--- src/rtl/echo_pkg.sv ---
// Shared types and default sizing for the echo range binner.
package echo_pkg;

  typedef enum logic [1:0] {
    IDLE,
    ACQUIRE,
    FLUSH
  } state_t;

  localparam int NBINS_DEF = 32;
  localparam int HIT_W_DEF = 4;
  localparam int NO_ECHO   = NBINS_DEF;

endpackage

--- src/rtl/echo_line_ram.sv ---
// Ping-pong line store: two banks of hit counts, one write port and one
// registered read port. Only the read register is reset, never the array.
module echo_line_ram #(
  parameter  int NBINS = 32,
  parameter  int HIT_W = 4,
  localparam int AW    = $clog2(NBINS)
) (
  input  logic             clk_i,
  input  logic             rst_ni,
  input  logic             wr_en_i,
  input  logic             wr_bank_i,
  input  logic [AW-1:0]    wr_addr_i,
  input  logic [HIT_W-1:0] wr_data_i,
  input  logic             rd_bank_i,
  input  logic [AW-1:0]    rd_addr_i,
  output logic [HIT_W-1:0] rd_data_o
);

  logic [HIT_W-1:0] mem_q [2**(AW+1)];

  always_ff @(posedge clk_i) begin
    if (wr_en_i) begin
      mem_q[{wr_bank_i, wr_addr_i}] <= wr_data_i;
    end
  end

  always_ff @(posedge clk_i) begin
    if (!rst_ni) begin
      rd_data_o <= '0;
    end else begin
      rd_data_o <= mem_q[{rd_bank_i, rd_addr_i}];
    end
  end

endmodule

--- src/rtl/echo_binner.sv ---
// Echo range binner: counts synchronized echo hits per 1-cm bin into a
// ping-pong line store. Near-field blanking is compiled in with ECHO_BLANKING_EN.
module echo_binner
  import echo_pkg::*;
#(
  parameter  int NBINS      = NBINS_DEF,
  parameter  int HIT_W      = HIT_W_DEF,
  parameter  int THRESH     = 2,
  parameter  int BLANK_BINS = 3,
  localparam int AW         = $clog2(NBINS)
) (
  input  logic             clk_5M,
  input  logic             reset_in,
  input  logic             receive,
  input  logic             markers,
  input  logic             echo_in,
  input  logic [AW-1:0]    rd_addr,
  output logic [HIT_W-1:0] rd_data,
  output logic             line_done,
  output logic             line_valid,
  output logic [AW:0]      first_range,
  output logic             overflow
);

`ifdef ECHO_BLANKING_EN
  localparam bit BLANK_EN = 1'b1;
`else
  localparam bit BLANK_EN = 1'b0;
`endif

  localparam logic [AW:0]      BIN_END = (AW+1)'(NBINS);
  localparam logic [HIT_W-1:0] HIT_MAX = '1;

  state_t           state_q, state_d;
  logic             echo_meta_q, echo_sync_q, recv_prev_q;
  logic             bank_q, bank_d;
  logic [AW:0]      bin_q, bin_d;
  logic [HIT_W-1:0] hit_q, hit_d;
  logic [AW:0]      first_q, first_d;
  logic             ovf_line_q, ovf_line_d;
  logic             line_done_q, line_done_d;
  logic             line_valid_q, line_valid_d;
  logic [AW:0]      first_range_q, first_range_d;
  logic             overflow_q, overflow_d;

  logic             bin_open, echo_hit, wr_en;
  logic [HIT_W-1:0] hit_inc, wr_data;

  always_comb begin
    state_d       = state_q;
    bank_d        = bank_q;
    bin_d         = bin_q;
    hit_d         = hit_q;
    first_d       = first_q;
    ovf_line_d    = ovf_line_q;
    line_done_d   = 1'b0;
    line_valid_d  = line_valid_q;
    first_range_d = first_range_q;
    overflow_d    = overflow_q;
    wr_en         = 1'b0;

    bin_open = (bin_q < BIN_END);
    echo_hit = echo_sync_q && !(BLANK_EN && (int'(bin_q) < BLANK_BINS));
    hit_inc  = (echo_hit && (hit_q != HIT_MAX)) ? hit_q + 1'b1 : hit_q;
    wr_data  = hit_inc;

    case (state_q)
      IDLE: begin
        if (receive && !recv_prev_q) begin
          state_d    = ACQUIRE;
          bin_d      = '0;
          hit_d      = '0;
          first_d    = BIN_END;
          ovf_line_d = 1'b0;
        end
      end
      ACQUIRE: begin
        hit_d = hit_inc;
        // A falling receive takes priority over a marker in the same cycle.
        if (!receive) begin
          state_d = FLUSH;
          hit_d   = '0;
          if (bin_open) begin
            wr_en = 1'b1;
            bin_d = bin_q + 1'b1;
          end
        end else if (markers) begin
          hit_d = '0;
          if (bin_open) begin
            wr_en = 1'b1;
            bin_d = bin_q + 1'b1;
          end else begin
            ovf_line_d = 1'b1;
          end
        end
        if (wr_en && (first_q == BIN_END) && (int'(hit_inc) >= THRESH)) begin
          first_d = bin_q;
        end
      end
      FLUSH: begin
        if (bin_open) begin
          wr_en   = 1'b1;
          wr_data = '0;
          bin_d   = bin_q + 1'b1;
        end else begin
          state_d       = IDLE;
          bank_d        = !bank_q;
          line_done_d   = 1'b1;
          line_valid_d  = 1'b1;
          first_range_d = first_q;
          overflow_d    = ovf_line_q;
        end
      end
      default: state_d = IDLE;
    endcase
  end

  always_ff @(posedge clk_5M) begin
    if (!reset_in) begin
      state_q       <= IDLE;
      echo_meta_q   <= 1'b0;
      echo_sync_q   <= 1'b0;
      recv_prev_q   <= 1'b0;
      bank_q        <= 1'b0;
      bin_q         <= '0;
      hit_q         <= '0;
      first_q       <= BIN_END;
      ovf_line_q    <= 1'b0;
      line_done_q   <= 1'b0;
      line_valid_q  <= 1'b0;
      first_range_q <= BIN_END;
      overflow_q    <= 1'b0;
    end else begin
      state_q       <= state_d;
      echo_meta_q   <= echo_in;
      echo_sync_q   <= echo_meta_q;
      recv_prev_q   <= receive;
      bank_q        <= bank_d;
      bin_q         <= bin_d;
      hit_q         <= hit_d;
      first_q       <= first_d;
      ovf_line_q    <= ovf_line_d;
      line_done_q   <= line_done_d;
      line_valid_q  <= line_valid_d;
      first_range_q <= first_range_d;
      overflow_q    <= overflow_d;
    end
  end

  // The write bank is bank_q; the display always reads the other one.
  echo_line_ram #(
    .NBINS (NBINS),
    .HIT_W (HIT_W)
  ) u_ram (
    .clk_i     (clk_5M),
    .rst_ni    (reset_in),
    .wr_en_i   (wr_en),
    .wr_bank_i (bank_q),
    .wr_addr_i (bin_q[AW-1:0]),
    .wr_data_i (wr_data),
    .rd_bank_i (!bank_q),
    .rd_addr_i (rd_addr),
    .rd_data_o (rd_data)
  );

  assign line_done   = line_done_q;
  assign line_valid  = line_valid_q;
  assign first_range = first_range_q;
  assign overflow    = overflow_q;

endmodule

--- config.mk ---
export PLATFORM = sky130hd
export DESIGN_NAME = echo_binner
export DESIGN_NICKNAME = d
export VERILOG_FILES = /design/src/rtl/echo_pkg.sv /design/src/rtl/echo_line_ram.sv /design/src/rtl/echo_binner.sv
export SDC_FILE = /design/constraint.sdc
export NUM_CORES = 1
export LEC_CHECK = 0
export ABC_AREA = 1
export CORE_MARGIN = 3
export CORE_UTILIZATION = 45
export CTS_CLUSTER_SIZE = 14
export DETAILED_ROUTE_END_ITERATION = 12
export GPL_TIMING_DRIVEN = 1
export PLACE_DENSITY_LB_ADDON = 0.08
export SETUP_SLACK_MARGIN = 0.2
export SYNTH_ARGS = -nofsm -noshare
export SYNTH_HDL_FRONTEND = slang
export SYNTH_SLANG_ARGS = --single-unit
--- constraint.sdc ---
create_clock -name clk_5M -period 3.5 [get_ports clk_5M]
set_clock_uncertainty 0.2 [all_clocks]
set_input_delay 0.35 -clock clk_5M [delete_from_list [all_inputs] [get_ports clk_5M]]
set_output_delay 0.35 -clock clk_5M [all_outputs]
set_load 0.005 [all_outputs]
Word-level counts from Yosys, hierarchy flattened --
Memory sizes are Yosys's and may differ from the RTL's. A register that Yosys moved wholly into a read port is not among the register bits. Index checks and enable logic that the tools add are counted.
Storage, ports and cells: output and inout port bits 13, memories kept 1, bits of input ports 10, word-level logic and storage cells 80, register bits 32, bits in writable memories 256
Memories:
- u_ram.mem_q | words 64, width 4, rd ports 1, clocked after Yosys merged registers in 1, wr ports 1, RTL line echo_line_ram.sv:19 | logic [HIT_W-1:0] mem_q [2**(AW+1)];
Operators by class: $lt $le $gt $ge 2, reductions and logical operators 17, muxes and demuxes 32, add/sub/neg operators 2, bitwise logic cells 1, equal/unequal tests 12
Operator list (count):
- 2-to-1 mux 6 bit | 6
- 2-to-1 mux 4 bit | 6
- one-hot mux 6 bit (3 select lines) | 1
- != test 2 bit, second input constant | 7
- one-hot mux 6 bit (2 select lines) | 1
- 2-to-1 mux 1 bit | 11
- AND reduction 3 bit | 3
- one-hot mux 4 bit (2 select lines) | 1
- adder 6 x 1 -> 6 bit, second input constant | 1
- == test 6 bit, second input constant | 1
- less-than comparator 6 bit, second input constant | 1
- 2-to-1 mux 2 bit | 3
- one-hot mux 2 bit (3 select lines) | 1
- AND reduction 2 bit | 3
- AND reduction 5 bit | 1
- adder 4 x 1 -> 4 bit, second input constant | 1
- greater-or-equal comparator 4 x 2 -> 1 bit, second input constant | 1
- logical AND 1 bit | 4
- != test 4 bit, second input constant | 1
- one-hot mux 1 bit (2 select lines) | 2
- zero test 1 bit | 3
- != test 3 bit, second input constant | 1
- nonzero test 3 bit | 1
- == test 2 x 1 -> 1 bit, second input constant | 1
- other kinds (4) | 4

Depth between registers and ports, before layout --
Gate-level depths: netlist of the first run.
depth after elaboration 9, depth in mapped cells 11, mapped depth without buffers 10

Modules after synthesis --
From an unflattened synthesis of the first run, not the netlist that was laid out.
Unflattened totals: cell total of the unflattened synthesis 1142, area total of the unflattened synthesis 12323.1 µm²
By module, submodules not included:
- echo_line_ram | area each 10782.8 µm², instances 1, cells each 949, seq. area each 7767.4 µm²
- echo_binner | area each 1540.2 µm², instances 1, cells each 193, seq. area each 640.6 µm²

Worst setup path before layout of the first run --
No wires, ideal clock.
kind reg2reg, start point register hit_q[0], end point memory u_ram.mem_q[0][1], data pin, setup time 499 ps, clock period less this slack 3228 ps, data arrival time 2529 ps, stages on the path, launching flop included 7, data required time 2801 ps, path buffers 0, path slack 272 ps, cell sequence dfxtp_1 > ha_1 > nand3_1 > nand2_1 > o21ai_0 > inv_1 > nor2_1
Between the ends: cells in the longest elaborated chain, start to end 5, elaborated cells between the ends (all ways) 6, classes of those cells add/sub (1); eq/ne (1); mux (3); reduce/logical (1)
Ends and longest elaborated chain:
- from (decl) | RTL line echo_binner.sv:38 | logic [HIT_W-1:0] hit_q, hit_d;
- from (signal assigned) | RTL line echo_binner.sv:140 | hit_q <= hit_d;
- branches (longest 2 deep; another with adder 4 x 1 -> 4 bit)
- 2-to-1 mux 4 bit (*) | RTL line echo_binner.sv:64 | hit_inc = (echo_hit && (hit_q != HIT_MAX)) ? hit_q + 1'b1 : hit_q;
- 2-to-1 mux 4 bit | RTL line echo_binner.sv:101 | if (bin_open) begin
- 2-to-1 mux 4 bit (*) | RTL line echo_binner.sv:67 | case (state_q)
- named net u_ram.wr_data_i[1] | RTL line echo_line_ram.sv:13 | input logic [HIT_W-1:0] wr_data_i,
- to (decl) | RTL line echo_line_ram.sv:19
Mark *: on every way through the listed nets, which the timed path passes.

Worst setup path in the final report of the first run --
start point register state_q[1], end point memory u_ram.mem_q[8][1] (enable)
Between the ends: cells in the longest elaborated chain, start to end 4, elaborated cells between the ends (all ways) 5, classes of those cells eq/ne (2); mux (3)
Ends and longest elaborated chain:
- from (decl) | RTL line echo_binner.sv:34 | state_t state_q, state_d;
- from (signal assigned) | RTL line echo_binner.sv:134 | state_q <= state_d;
- == test 2 bit / == test 2 x 1 -> 1 bit (equally long branches) | RTL line echo_binner.sv:67
- one-hot mux 1 bit (2 select lines) (*) | RTL line echo_binner.sv:67
- 2-to-1 mux 1 bit (*) | RTL line echo_line_ram.sv:22 | if (wr_en_i) begin
- 2-to-1 mux 1 bit (not written as such) (*) | RTL line echo_line_ram.sv:23 | mem_q[{wr_bank_i, wr_addr_i}] <= wr_data_i;
Mark *: on every way between the ends. The rest lies on a longest branch, timed or not.

==> metrics.md, run 1 <==
| Metric | Value |
|---|---|
| Status | finished, final reports clean |
| Clock tree from TritonCTS | built |
| Clk slew on worst S/H paths | 0.06 ns |
| Global routing usage summed across all routing layers | 20.6% |
| Power density normalized to cell area | 573 nW/um^2 |
| Max rail drop VDD | 0.426 mV |
| Gp weighted congestion | 0.803 |
| Critical path peak fanout | 8 |
| Floorplan die height | 171 microns |
| Final number of max-transition violations | 0 |
| Data required time of the critical path | 3.50 ns |
| ANT cells | 0 |
| Total internal power | 5.93 mW |
| Largest stage delay on the critical path | 0.43 ns |
| Net Sw Power | 1.95 mW |
| I/O Buffers | 22 |
| Grt ovf | 0 |
| Top-area cell type share of the netlist area | 63.0% |
| Gate Count Post-Synth | 1134 |
| Slew HR | 44.7% |
| Startpoint types | flop |
| FP Rows | 59 |
| Deepest level of the CTS H-tree | 1 |
| Effective utilization at floorplan | 46.3% |
| Count of hold buffers inserted by post-cts repair | 0 |
| Number of buffers inserted during clock tree synthesis | 31 |
| Drt first-iter violations | 641 |
| Most utilized layer in the global route result | met2 |
| Clock period minus worst slack | 2.65 ns |
| Fraction of power consumed by combinational cells | 10.7% |
| Total half-perimeter wirelength after legalization and detailed placement | 17.7 mm |
| Vias after detailed routing | 8160 |
| Register bit count reported by yosys | 292 |
| Met1 Usage GRT | 29.0% |
| Average vias per placed instance | 5.41 |
| Maximum number of pins on one net before global-route repair | 129 |
| Share of final-layout standard cells stronger than drive strength 1 | 7.59% |
| Cell types occupying the most area after synthesis | sky130_fd_sc_hd__edfxtp_1, sky130_fd_sc_hd__nand2_1, sky130_fd_sc_hd__nand3_1 |
| Global-route wire length before repair | 46.2 mm |
| Netlist area before placement | 12200 sq um |
| Commonest cells after routing, fill and taps aside | sky130_fd_sc_hd__nand2_1, sky130_fd_sc_hd__edfxtp_1, sky130_fd_sc_hd__nand3_1 |
| Leading cell type in the layout, fill and taps excluded | sky130_fd_sc_hd__nand2_1 |
| Kind of capture point of the worst setup path | flop |
| Relative area change from synthesis to final layout | 12.7% |
| Buffer depth of the longest clock path | 3 |
| Number of remaining DRC errors | 0 |
| Flop pwr share | 48.8% |
| Met2 usage in global routing | 34.2% |
| Cells along the critical path | inv_1 -> ha_1 -> nand2_1 -> a21oi_4 -> nand4_1 -> nor2_1 |
| CP Buf/Inv Count | 1 |
| Reported leakage power | 5.09 nW |
| CTS Root Cell | sky130_fd_sc_hd__clkbuf_16 |
| Worst path arrival time | 2.65 ns |
| Die Area | 29100 sq um |
| Number of sinks handled by clock tree synthesis | 292 |
| Total cell area at the placement stage | 12800 sq um |
| Wire length per cell | 19.5 microns |
| Critical path class | flop to flop |
| Vias in the first global route | 8055 |
| Total nets after synthesis | 1150 |
| Max cap viols | 0 |
| Number of iterations in the first detailed-routing pass | 5 |
| Final Net Count | 1166 |
| Fraction of the cycle the final worst path needs | 75.6% |
| Number of buffers added for setup after CTS | 0 |
| IO Count | 23 |
| Slowest cell on crit path | sky130_fd_sc_hd__nand4_1 |
| GRT met3 Usage | 2.98% |
| Number of antenna violations at the first check in global routing | 0 |
| Total Negative Setup Slacks | 0 ns |
| Number of distinct standard cells referenced by the synthesized netlist | 36 |
| Cell type contributing the most total cell area after synthesis | sky130_fd_sc_hd__edfxtp_1 |
| Post-Syn Area per Cell | 10.8 sq um |
| Clock Power Share | 40.5% |
| Worst-Margin Slew | 0.827 ns |
| Final design area excluding fillers | 13800 sq um |
| Total of cells resized after clock tree synthesis | 0 |
| Core outline area | 26400 sq um |
| Post-route antenna net violation count | 0 |
| Clock insertion delay at the later pin of the skew report | 0.55 ns |
| Unrepaired setup endpoints after global routing | false |
| Class of the most critical hold timing path | input port to flop |
| Family with the most delay on the worst path | simple AND/OR/NAND/NOR gates |
| Number of endpoints failing setup at the final stage | 0 |
| Yosys warns | 0 |
| Die extent in x | 171 microns |
| Final hold vios | 0 |
| Fmax | 0.378 GHz |
| Switching fraction of total power | 24.8% |
| Total wirelength of the detailed-routed design | 29.5 mm |
| Sequential element share of the synthesized area | 68.9% |
-- through the flow --
step                cells  setup slack (ns)  total power, mW  utilization (%)  hold WS (ns)
global placement     1452             0.533             4.77             48.4         0.195
detailed placement   1452             0.480             4.77             48.4         0.198
floorplan            1134             0.272             4.46                -         0.190
finish               1508             0.853             7.88             52.2         0.129
global route         1508             0.571             8.20             52.2         0.130
CTS                  1508             0.848             7.94             52.2         0.113
-- flip-flops by register name, summed over array words and instances, names as in the netlist, 2 cells and up --
name and count:
u_ram.mem_q 256, bin_q 6, first_q 6, first_range 6
hit_q 4, u_ram.rd_data_o 4, state_q 2
-- final cells by class --
cell class / instances / area, sq um
Clock buffer: 35 / 791
Clock inverter: 21 / 204
Inverter: 36 / 136
Multi-Input combinational cell: 749 / 3370
Timing Repair Buffer: 40 / 435
Sequential cell: 292 / 8410
Fill cell: 2367 / 12600
Tap cell: 335 / 419
-- power groups by stage --
stage | clock network, mW | logic (mW) | registers, mW
after floorplan | 0 | 0.554 | 3.91
after global placement | 0 | 0.853 | 3.92
after detailed placement | 0 | 0.850 | 3.92
after CTS | 3.25 | 0.852 | 3.84
after global routing | 3.41 | 0.942 | 3.85
final | 3.19 | 0.846 | 3.84
-- synth_stat cells --
cell / instances
sky130_fd_sc_hd__edfxtp_1: 256
sky130_fd_sc_hd__nand4_1: 13
sky130_fd_sc_hd__a31o_1: 1
sky130_fd_sc_hd__a21oi_1: 18
sky130_fd_sc_hd__nand3_1: 233
sky130_fd_sc_hd__ha_1: 6
sky130_fd_sc_hd__inv_2: 8
sky130_fd_sc_hd__clkinv_1: 1
sky130_fd_sc_hd__nand2_1: 344
sky130_fd_sc_hd__buf_2: 15
sky130_fd_sc_hd__nor3b_1: 1
sky130_fd_sc_hd__a22oi_1: 1
sky130_fd_sc_hd__dfxtp_1: 36
sky130_fd_sc_hd__o21ai_0: 12
sky130_fd_sc_hd__nor3_4: 1
sky130_fd_sc_hd__a21oi_4: 1
sky130_fd_sc_hd__nor2_1: 98
sky130_fd_sc_hd__nor3_1: 3
sky130_fd_sc_hd__a211oi_1: 1
sky130_fd_sc_hd__nor2_2: 2
sky130_fd_sc_hd__nand2_2: 2
sky130_fd_sc_hd__nor3_2: 1
sky130_fd_sc_hd__a21o_1: 1
sky130_fd_sc_hd__o21ai_2: 1
sky130_fd_sc_hd__xnor2_1: 1
sky130_fd_sc_hd__inv_1: 27
sky130_fd_sc_hd__buf_4: 26
sky130_fd_sc_hd__a2bb2oi_1: 1
sky130_fd_sc_hd__xor2_1: 1
sky130_fd_sc_hd__o21ai_1: 1
sky130_fd_sc_hd__a21oi_2: 2
sky130_fd_sc_hd__nor2_4: 1
sky130_fd_sc_hd__buf_1: 4
sky130_fd_sc_hd__o21bai_1: 1
sky130_fd_sc_hd__clkbuf_1: 12
sky130_fd_sc_hd__o211ai_1: 1
-- layer usage --
layer / vias up / wire length, microns
li1: 3965 / -
met1: 3932 / 13300
met2: 213 / 14000
met3: 50 / 1520
met4: 0 / 666
met5: - / 0
-- path summary, 6_finish.rpt --
check	from	end	slack (ns)	cells after the start
min reg2reg	echo_meta_q	echo_hit	0.21	2
max reg2reg	state_q[1]	u_ram.mem_q[8][1]	0.85	6
max	state_q[1]	u_ram.mem_q[8][1]	0.85	6
min	echo_in	echo_meta_q	0.13	3
-- logic make-up after synthesis --
| kind of cell | synth area share [%] |
|---|---|
| fa+ha+maj | 0.615 |
| buf+inv | 3.81 |
| xor+xnor | 0.143 |
| compound gates | 2.07 |
| simple gates | 24.5 |
| flops | 68.9 |
-- worst register-to-register path, delay by kind of cell (launching register included) --
| kind | cells | cell delay (ns) |
|---|---|---|
| simple gates | 3 | 1.00 |
| compound gates | 1 | 0.35 |
| flops | 1 | 0.33 |
| fa+ha+maj | 1 | 0.32 |
| buf+inv | 1 | 0.09 |
Note: power is estimated with default switching activity, not from simulation.
==> inputs of run 2 (changes only) <==
- clock period: 3.5 -> 2.4 ns (I/O delays scaled with it)
==> run 2 against run 1 <==
Effect of this change: routed wire length decreased by 2.2%; sequential cell count stayed put; hold slack worse by 0.049 ns; register-to-register slack worse by 0.56 ns; sequential power increased by 46%; critical endpoint is now u_ram.mem_q[43][0].
==> metrics.md, run 2 (same netlist as run 1, synthesis figures left out) <==
| Metric | Value |
|---|---|
| Reg2reg path depth | 8 (was 6) |
| Net Sw Power | 2.90 mW (was 1.95 mW) |
| Worst hold endpoint | echo_meta_q (unchanged) |
| Clock insertion delay at the later pin of the skew report | 0.50 ns (was 0.55 ns) |
| Core outline area | 26400 sq um (unchanged) |
| Startpoint types | flop (unchanged) |
| Drt first-iter violations | 650 (was 641) |
| Filler instances | 2305 (was 2367) |
| Total internal power | 9.06 mW (was 5.93 mW) |
| Number of cells after detailed placement | 1515 (was 1452) |
| Switching fraction of total power | 24.3% (was 24.8%) |
| Total wirelength of the detailed-routed design | 28.8 mm (was 29.5 mm) |
| Total half-perimeter wirelength after legalization and detailed placement | 17.8 mm (was 17.7 mm) |
| Average vias per placed instance | 5.24 (was 5.41) |
| Number of buffers inserted during clock tree synthesis | 34 (was 31) |
| Class of the most critical hold timing path | input port to flop (unchanged) |
| Post-layout util | 55.5% (was 52.2%) |
| Area occupied by multi-input gates | 3510 sq um (was 3370 sq um) |
| Global-route wire length before repair | 44.7 mm (was 46.2 mm) |
| Worst path arrival time | 2.08 ns (was 2.65 ns) |
| Effective utilization at floorplan | 46.3% (unchanged) |
| Slew HR | 62.3% (was 44.7%) |
| Slowest cell on crit path | sky130_fd_sc_hd__dfxtp_2 (was sky130_fd_sc_hd__nand4_1) |
| FP Rows | 59 (unchanged) |
| Relative area change from synthesis to final layout | 19.7% (was 12.7%) |
| Clock tree from TritonCTS | built (unchanged) |
| Number of iterations in the first detailed-routing pass | 5 (unchanged) |
| Post-layout instance count excluding filler cells | 1577 (was 1508) |
| Number of endpoints failing setup at the final stage | 0 (unchanged) |
| Fraction of power consumed by combinational cells | 11.6% (was 10.7%) |
| Final number of max-transition violations | 0 (unchanged) |
| Deepest level of the CTS H-tree | 2 (was 1) |
| Max rail drop VDD | 0.650 mV (was 0.426 mV) |
| Register containing the most flip-flops in the final layout | u_ram.mem_q (unchanged) |
| Critical path peak fanout | 8 (unchanged) |
| Number of remaining DRC errors | 0 (unchanged) |
| Reported leakage power | 5.48 nW (was 5.09 nW) |
| Reg-to-Reg Start | state_q[1] (unchanged) |
| Leading cell type in the layout, fill and taps excluded | sky130_fd_sc_hd__nand2_1 (unchanged) |
| Critical path class | flop to flop (unchanged) |
| Hold depth | 3 (unchanged) |
| Cells along the critical path | inv_1 -> ha_4 -> inv_1 -> a21oi_4 -> buf_12 -> nand4_1 -> buf_4 -> nor2_1 (was inv_1 -> ha_1 -> nand2_1 -> a21oi_4 -> nand4_1 -> nor2_1) |
| Fraction of the cycle the final worst path needs | 87.9% (was 75.6%) |
| Clock Power Share | 41.4% (was 40.5%) |
| Flop pwr share | 46.9% (was 48.8%) |
| Total Power Consumption | 12.0 mW (was 7.88 mW) |
| Total cell area at the placement stage | 13300 sq um (was 12800 sq um) |
| Status | finished, final reports clean (unchanged) |
| Library cell appearing most often on the critical path | sky130_fd_sc_hd__inv_1 |
| Largest stage delay on the critical path | 0.34 ns (was 0.43 ns) |
| Final Net Count | 1234 (was 1166) |
| Flip-flop count of the largest register after layout | 256 (unchanged) |
| Power density normalized to cell area | 818 nW/um^2 (was 573 nW/um^2) |
| IO Count | 23 (unchanged) |
| DP Worst Slack | -0.0746 ns (was 0.480 ns) |
| Commonest cells after routing, fill and taps aside | sky130_fd_sc_hd__nand2_1, sky130_fd_sc_hd__edfxtp_1, sky130_fd_sc_hd__nand3_1 (unchanged) |
| Wire length per cell | 18.3 microns (was 19.5 microns) |
| Vias in the first global route | 7996 (was 8055) |
| Post-route antenna net violation count | 0 (unchanged) |
| HP Start | echo_in (unchanged) |
| Number of sinks handled by clock tree synthesis | 292 (unchanged) |
| Share of final-layout standard cells stronger than drive strength 1 | 15.0% (was 7.59%) |
| Max cap viols | 0 (unchanged) |
| Clock period minus worst slack | 2.11 ns (was 2.65 ns) |
| Internal reg-to-reg setup slack | 0.29 ns (was 0.85 ns) |
| Final hold vios | 0 (unchanged) |
| Die extent in x | 171 microns (unchanged) |
| Buffer depth of the longest clock path | 3 (unchanged) |
| Global routing usage summed across all routing layers | 19.9% (was 20.6%) |
| Hold Worst Slack | 0.0798 ns (was 0.129 ns) |
| Family with the most delay on the worst path | buffers and inverters (was simple AND/OR/NAND/NOR gates) |
| Endpoint of the lowest-slack register-to-register path | u_ram.mem_q[43][0] (was u_ram.mem_q[8][1]) |
| CTS Root Cell | sky130_fd_sc_hd__clkbuf_16 (unchanged) |
| I/O Buffers | 22 (unchanged) |
| Total Negative Setup Slacks | 0 ns (unchanged) |
| Fmax | 0.474 GHz (was 0.378 GHz) |
| CP Buf/Inv Count | 4 (was 1) |
| Critical path origin | state_q[1] (unchanged) |
| Grt ovf | 0 (unchanged) |
| Crit path setup slack, layout | 0.291 ns (was 0.853 ns) |
| Number of antenna violations at the first check in global routing | 1 (was 0) |
| Data required time of the critical path | 2.38 ns (was 3.50 ns) |
| Clk slew on worst S/H paths | 0.06 ns (about the same) |
| Gp weighted congestion | 0.827 (was 0.803) |
| Floorplan die height | 171 microns (unchanged) |
| Die Area | 29100 sq um (unchanged) |
| Worst-Margin Slew | 0.565 ns (was 0.827 ns) |
| Vias after detailed routing | 8264 (was 8160) |
| Final design area excluding fillers | 14600 sq um (was 13800 sq um) |
| Unrepaired setup endpoints after global routing | true (was false) |
| Maximum number of pins on one net before global-route repair | 65 (was 129) |
| Kind of capture point of the worst setup path | flop (unchanged) |
| Sequential cell area | 8410 sq um (about the same) |
[run 2: changes by cell type in the layout (fill, tap and decap cells not counted), moves of 6 or more]
cell / before / now
sky130_fd_sc_hd__clkbuf_16: 31 / 37
sky130_fd_sc_hd__nor2_4: 5 / 17
sky130_fd_sc_hd__nor2_2: 2 / 20
sky130_fd_sc_hd__clkinv_2: 11 / 2
sky130_fd_sc_hd__buf_4: 12 / 65
sky130_fd_sc_hd__nor2_1: 94 / 64
sky130_fd_sc_hd__buf_12: 7 / 16
[run 2: final cells by class]
class | instances | share of cell area (%)
well taps | 335 | 2.87
diodes | 1 | 0.0171
clock buffers | 48 | 6.75
clock inverters | 11 | 0.702
inverters | 36 | 0.933
flip-flops and latches | 292 | 57.5
repair buffers | 105 | 7.16
multi-input cells | 749 | 24.0
[run 2: what timing repair did]
item	CTS	global route
endpoints found under the setup margin	194	224
hold buffers	0	0
pin swaps	0	0
setup buffers	1	1
resized for setup	5	44
[run 2: per-layer routing]
| layer | up-vias | GRT usage [%] | wire length (microns) |
|---|---|---|---|
| met5 | - | 0 | 0 |
| met4 | 0 | 5.75 | 486 |
| met3 | 36 | 2.66 | 1180 |
| met2 | 169 | 33.1 | 13900 |
| met1 | 3947 | 27.7 | 13200 |
| li1 | 4112 | - | - |
[run 2: tightest hold or removal path, delay by kind of cell]
family	cells	cell delay (ns)
buffers and inverters	2	0.43
and+or+nand+nor	1	0.07
[run 2: power groups by stage]
| stage | Clock (mW) | Combinational [mW] | Sequential [mW] |
|---|---|---|---|
| global placement | 0 | 1.30 | 5.71 |
| floorplan | 0 | 0.825 | 5.70 |
| CTS | 5.05 | 1.36 | 5.60 |
| detailed placement | 0 | 1.30 | 5.71 |
| finish | 4.96 | 1.39 | 5.61 |
| global route | 5.26 | 1.51 | 5.62 |
[run 2: how the worst max path moves through the flow]
stage / to / slack, ns / cells after the start
5_1_grt: u_ram.mem_q[43][0] / 0.17 / 8
2_1_floorplan: u_ram.mem_q[0][1] / 0.26 / 6
4_1_cts: u_ram.mem_q[10][1] / 0.23 / 8
3_3_place_gp: u_ram.mem_q[56][0] / -0.06 / 10
3_5_place_dp: u_ram.mem_q[35][0] / -0.07 / 9
6_report: u_ram.mem_q[43][0] / 0.29 / 8
